**src/rtl/peripheral_biu_pkg.sv**
```systemverilog
// Shared AHB3-Lite constants and the command record used by the timer bus initiator.
// AHB_ADDR_W/AHB_DATA_W size the command record and must match the initiator's HADDR_SIZE/HDATA_SIZE.
package peripheral_biu_pkg;

   localparam logic [1:0] HTRANS_IDLE   = 2'b00;
   localparam logic [1:0] HTRANS_BUSY   = 2'b01;
   localparam logic [1:0] HTRANS_NONSEQ = 2'b10;
   localparam logic [1:0] HTRANS_SEQ    = 2'b11;

   localparam logic [2:0] HSIZE_BYTE  = 3'b000;
   localparam logic [2:0] HSIZE_HWORD = 3'b001;
   localparam logic [2:0] HSIZE_WORD  = 3'b010;
   localparam logic [2:0] HSIZE_DWORD = 3'b011;

   localparam logic HRESP_OKAY  = 1'b0;
   localparam logic HRESP_ERROR = 1'b1;

   localparam logic [2:0] HBURST_SINGLE = 3'b000;
   localparam logic [3:0] HPROT_DATA    = 4'b0011;

   localparam int AHB_ADDR_W = 32;
   localparam int AHB_DATA_W = 32;

   typedef struct packed {
      logic                  write;
      logic [AHB_ADDR_W-1:0] addr;
      logic [2:0]            size;
      logic [AHB_DATA_W-1:0] wdata;
   } ahb_cmd_t;

   typedef enum logic {
      ERR_NORMAL,
      ERR_SECOND
   } err_state_t;

endpackage

```
**src/rtl/peripheral_timer_ahb_initiator.sv**
```systemverilog
// AHB3-Lite single-transfer initiator: a valid/ready command port feeds a pipelined
// address stage (A) and data stage (D); each transfer returns a one-cycle response strobe.
module peripheral_timer_ahb_initiator
   import peripheral_biu_pkg::*;
#(
   parameter int HADDR_SIZE = AHB_ADDR_W,
   parameter int HDATA_SIZE = AHB_DATA_W
) (
   input  logic                  HRESETn,
   input  logic                  HCLK,

   input  logic                  cmd_valid,
   output logic                  cmd_ready,
   input  logic                  cmd_write,
   input  logic [HADDR_SIZE-1:0] cmd_addr,
   input  logic [2:0]            cmd_size,
   input  logic [HDATA_SIZE-1:0] cmd_wdata,

   output logic                  rsp_valid,
   output logic [HDATA_SIZE-1:0] rsp_rdata,
   output logic                  rsp_err,
   output logic                  busy,

   output logic                  HSEL,
   output logic [HADDR_SIZE-1:0] HADDR,
   output logic                  HWRITE,
   output logic [2:0]            HSIZE,
   output logic [HDATA_SIZE-1:0] HWDATA,
   output logic [2:0]            HBURST,
   output logic [3:0]            HPROT,
   output logic [1:0]            HTRANS,
   output logic                  HMASTLOCK,
   input  logic [HDATA_SIZE-1:0] HRDATA,
   input  logic                  HREADY,
   input  logic                  HRESP
);

   ahb_cmd_t                a_cmd;
   ahb_cmd_t                cmd_in;
   logic                    a_valid;
   logic                    d_valid;
   logic                    d_write;
   logic [HDATA_SIZE-1:0]   d_wdata;
   err_state_t              err_state;

   logic                    err_hold;
   logic                    issue;
   logic                    advance;
   logic                    accept;
   logic                    retire;

   // Handshake: a command transfers on any posedge where cmd_valid & cmd_ready; cmd_ready
   // never looks at cmd_valid, and the caller holds its fields stable until that edge.
   assign err_hold  = (err_state == ERR_SECOND);
   assign issue     = a_valid & ~err_hold;
   assign advance   = issue & HREADY;
   assign cmd_ready = ~a_valid | (HREADY & ~err_hold);
   assign accept    = cmd_valid & cmd_ready;
   assign retire    = d_valid & HREADY;

   assign cmd_in = '{write: cmd_write,
                     addr:  AHB_ADDR_W'(cmd_addr),
                     size:  cmd_size,
                     wdata: AHB_DATA_W'(cmd_wdata)};

   // Address stage: reloads on accept, otherwise empties once its NONSEQ is taken.
   always_ff @(posedge HCLK or negedge HRESETn) begin
      if (!HRESETn) begin
         a_valid <= 1'b0;
         a_cmd   <= '0;
      end else if (accept) begin
         a_valid <= 1'b1;
         a_cmd   <= cmd_in;
      end else if (advance) begin
         a_valid <= 1'b0;
      end
   end

   // Data stage: a new entry arriving from A overrides retirement of the old one.
   always_ff @(posedge HCLK or negedge HRESETn) begin
      if (!HRESETn) begin
         d_valid <= 1'b0;
         d_write <= 1'b0;
         d_wdata <= '0;
      end else if (advance) begin
         d_valid <= 1'b1;
         d_write <= a_cmd.write;
         d_wdata <= HDATA_SIZE'(a_cmd.wdata);
      end else if (retire) begin
         d_valid <= 1'b0;
      end
   end

   // ERR_SECOND covers the second ERROR cycle, during which the pending address is held back.
   always_ff @(posedge HCLK or negedge HRESETn) begin
      if (!HRESETn) begin
         err_state <= ERR_NORMAL;
      end else begin
         case (err_state)
            ERR_NORMAL: if (d_valid & (HRESP == HRESP_ERROR) & ~HREADY) err_state <= ERR_SECOND;
            ERR_SECOND: if (HREADY) err_state <= ERR_NORMAL;
            default:    err_state <= ERR_NORMAL;
         endcase
      end
   end

   always_ff @(posedge HCLK or negedge HRESETn) begin
      if (!HRESETn) begin
         rsp_valid <= 1'b0;
         rsp_err   <= 1'b0;
         rsp_rdata <= '0;
      end else begin
         rsp_valid <= retire;
         rsp_err   <= retire & (HRESP == HRESP_ERROR);
         rsp_rdata <= (retire & (HRESP == HRESP_OKAY) & ~d_write) ? HRDATA : '0;
      end
   end

   assign HTRANS    = issue ? HTRANS_NONSEQ : HTRANS_IDLE;
   assign HSEL      = issue;
   assign HADDR     = HADDR_SIZE'(a_cmd.addr);
   assign HWRITE    = a_cmd.write;
   assign HSIZE     = a_cmd.size;
   assign HWDATA    = d_wdata;
   assign HBURST    = HBURST_SINGLE;
   assign HPROT     = HPROT_DATA;
   assign HMASTLOCK = 1'b0;
   assign busy      = a_valid | d_valid;

endmodule

```
**config.mk**
```make
export PLATFORM = sky130hd
export DESIGN_NAME = peripheral_timer_ahb_initiator
export DESIGN_NICKNAME = d
export VERILOG_FILES = /design/src/rtl/peripheral_biu_pkg.sv /design/src/rtl/peripheral_timer_ahb_initiator.sv
export SDC_FILE = /design/constraint.sdc
export NUM_CORES = 1
export LEC_CHECK = 0
export ABC_AREA = 1
export CAP_MARGIN = 10
export CORE_UTILIZATION = 47
export CTS_CLUSTER_SIZE = 25
export DETAILED_ROUTE_END_ITERATION = 8
export PLACE_DENSITY = 0.86
export REMOVE_ABC_BUFFERS = 1
export SYNTH_ARGS = -nofsm -noshare
export SYNTH_HDL_FRONTEND = slang
export SYNTH_SLANG_ARGS = --single-unit
```
**constraint.sdc**
```tcl
create_clock -name HCLK -period 2.4 [get_ports HCLK]
set_clock_uncertainty 0.05 [all_clocks]
set_input_delay 0.36 -clock HCLK [delete_from_list [all_inputs] [get_ports HCLK]]
set_output_delay 0.36 -clock HCLK [all_outputs]
set_load 0.05 [all_outputs]
```
==> metrics.md <==
| Metric | Value |
|---|---|
| Final min period | `between 2 and 2.5 ns` |
| Post-place setup slack | `0.412 ns` |
| CP endpoint | `busy` |
| Syn Area/Cell | `roughly 9 sq um` |
| GRT overflow | `0` |
| Clock power frac | `0.305` |
| Die area | `roughly 12,000 sq um` |
| Worst Path Class, Setup | `flip-flop to output port` |
| Clock root buffer | `clkbuf_16` |
| Flop pwr share | `0.355` |
| Num Clock Sinks | `138` |
| Gpl congestion | `0.767` |
| TritonCTS clock tree | `built` |
| RSZ-0062 raised after global routing | `false` |
| Worst-skew pair later-pin latency | `0.41 ns` |
| Multi-input gate area | `1490 sq um` |
| Filler Cells Inserted | `around 850` |
| CTS Buffer Depth | `2` |
| Area growth syn-to-layout | `45.8%` |
| Synth area leader | `dfrtp_1` |
| Max_cap viols | `0` |
| Inserted Clock Buffers | `17` |
| Fin area | `between 8000 and 9000 sq um` |
| Largest net degree at the start of global routing | `57` |
| Mapped Area | `about 5600 sq um` |
| Largest cells by area after synthesis | `dfrtp_1, nand2_1, nand3_1` |
| Placed inst area | `between 7000 and 8000 sq um` |
| Vias | `4,516` |
| Most Crowded Layer GR | `met2` |
| Crit path DAT | `between 1.5 and 2 ns` |
| Hold Path Class | `primary input to flip-flop` |
| Logic pwr share | `0.341` |
| Worst VDD drop | `593 uV` |
| Fmax | `around 460 MHz` |
| Share of layout cells above drive strength 1 | `0.0646` |
| Status | `complete, no violations` |
| Post-synth top area share | `0.621` |
| Reg-to-reg slack, setup | `around 0.78 ns` |
| Drt initial violations | `around 240` |
| First-pass GRT wire length | `roughly 23,000 um` |
| Pleak | `4.13 nW` |
| Final period util | `0.912` |
| Antenna-violating nets left | `0` |
| Htree depth | `4` |
| Critical Path Start Type | `flip-flop` |
| GRT Util Overall | `0.237` |
| Met2 Usage GRT | `0.410` |
| Post-CTS Setup Inserts | `0` |
| Psw | `around 3.1 mW` |
| Max-slew violation count | `0` |
| R2R depth | `7` |
| Reg2reg end | `HSIZE[0]` |
| Met3 GRT Util | `0.0662` |
| Wire per inst | `around 15 um` |
| Seq. cell area | `between 3000 and 4000 sq um` |
| Post-Syn Instances | `approximately 610` |
| Chip Height | `around 110 um` |
| Most common cell after layout, fill and taps aside | `nand2_1` |
| Yosys reg bits | `138` |
| PortBufs | `between 200 and 250` |
| Setup TNS after final layout | `0 ns` |
| Reg-to-Reg Start | `err_hold` |
| Synth cell types | `16` |
| Vias in the first global route | `4,635` |
| Worst setup path startpoint | `a_valid` |
| Core area | `approximately 11,000 sq um` |
| Power consumption | `8.54 mW` |
| Part of the Yosys area used for sequential elements | `0.621` |
| Int Pwr | `5.43 mW` |
| Sw Ratio | `0.365` |
| Slew HR | `0.619` |
| Die width | `around 110 um` |
| DRT Pass-1 Iters | `4` |
| Via density | `between 4 and 5` |
| Met1 GRT Util | `0.268` |
| Initial Util | `0.485` |
| Post-DP HPWL | `9530 um` |
| # DRC | `0` |
| Cell row count | `39` |
| CP max FO | `2` |
| Clock transition at path regs | `0.05 ns` |
| Commonest non-fill, non-tap cells in the layout | `nand2_1, clkdlybuf4s50_1, dfrtp_1` |
| DP Cell Count | `900` |
| Least-Margin Pin Slew | `0.570 ns` |
| NumNets Final | `882` |
| PnR worst setup slack | `0.210 ns` |
| Ant. Diodes | `0` |
| Final setup fails | `0` |
| Pwr dens | `1050 nW/um^2` |
| Antenna violations before repair | `0` |
| Layout Cells excl Fill | `about 930` |
| Crit path required time | `between 1.5 and 2 ns` |
| Ys Warns | `0` |
| Fin. Hold Viols | `0` |
| CP Capture Type | `output port` |
| I/O Pins | `220` |
| Final WL | `around 14,000 um` |
## cell usage after synthesis, drive strengths merged
cell type and instances:
inv 37, buf 69, nand3 101, o21ai 1, dfrtp 138, a21oi 1, conb 2, nand2 211
clkbuf 11, nor2 35
## registers in the layout (all words and copies together), names as in the netlist
| name | cells |
|---|---|
| HADDR | 32 |
| HSIZE | 3 |
| HWDATA | 32 |
| HWRITE | 1 |
| a_cmd | 32 |
| a_valid | 1 |
| d_valid | 1 |
| d_write | 1 |
| err_hold | 1 |
| rsp_err | 1 |
| rsp_rdata | 32 |
| rsp_valid | 1 |
## worst min-delay path by stage
stage               slack [ns]  depth (start not counted)       from             to
floorplan                 0.01                          0    HRESETn       HADDR[0]
global placement          0.29                          1    HRESETn  rsp_rdata[18]
detailed placement        0.30                          1    HRESETn  rsp_rdata[18]
CTS                       0.27                          3  cmd_valid       a_cmd[7]
global route              0.30                          3  cmd_valid      a_cmd[20]
finish                    0.30                          3  cmd_valid       a_cmd[7]
## cells by family after synthesis
group | after synthesis | share of synthesized area
flops | 138 | 0.621
compound gates | 2 | 0.00180
simple gates | 347 | 0.259
buf+inv | 117 | 0.117
other cells | 2 | 0.00135
## stage by stage
step | hold slack, ns | util
floorplan | 0.0144 | -
CTS | 0.270 | 0.707
global placement | 0.290 | 0.655
detailed placement | 0.305 | 0.655
global route | 0.297 | 0.707
finish | 0.296 | 0.707
## power groups by stage
stage / clock network [mW] / registers, mW / logic [mW]
after global routing: 2.76 / 3.08 / 3.07
final: 2.60 / 3.03 / 2.91
after detailed placement: 0 / 3.06 / 2.92
after floorplan: 0 / 4.19 / 0.572
after CTS: 2.65 / 3.03 / 2.94
after global placement: 0 / 3.04 / 2.87
## layer usage
metal | vias to the layer above | wire (um)
li1 | 2162 | -
met1 | 2142 | 5250
met2 | 184 | 7200
met3 | 28 | 926
met4 | 0 | 382
met5 | - | 0
## cell type report
type	count	area share
clock buffer	23	0.0577
clock inverter	9	0.0148
inverter	37	0.0171
multi-input combinational	358	0.183
sequential	138	0.426
tap	143	0.0221
timing repair buffer	225	0.280
## worst max-delay path: stages (launching register included)
cell and delay, ns:
dfrtp_1 0.38, inv_1 0.10, nand2_1 0.07, clkdlybuf4s50_1 0.81
## repair_timing
item                      in CTS  in global routing
hold buffers                   1                  0
hold endpoints to repair      54                  0
gates resized for setup        0                  0
Note: power is estimated with default switching activity, not from simulation.
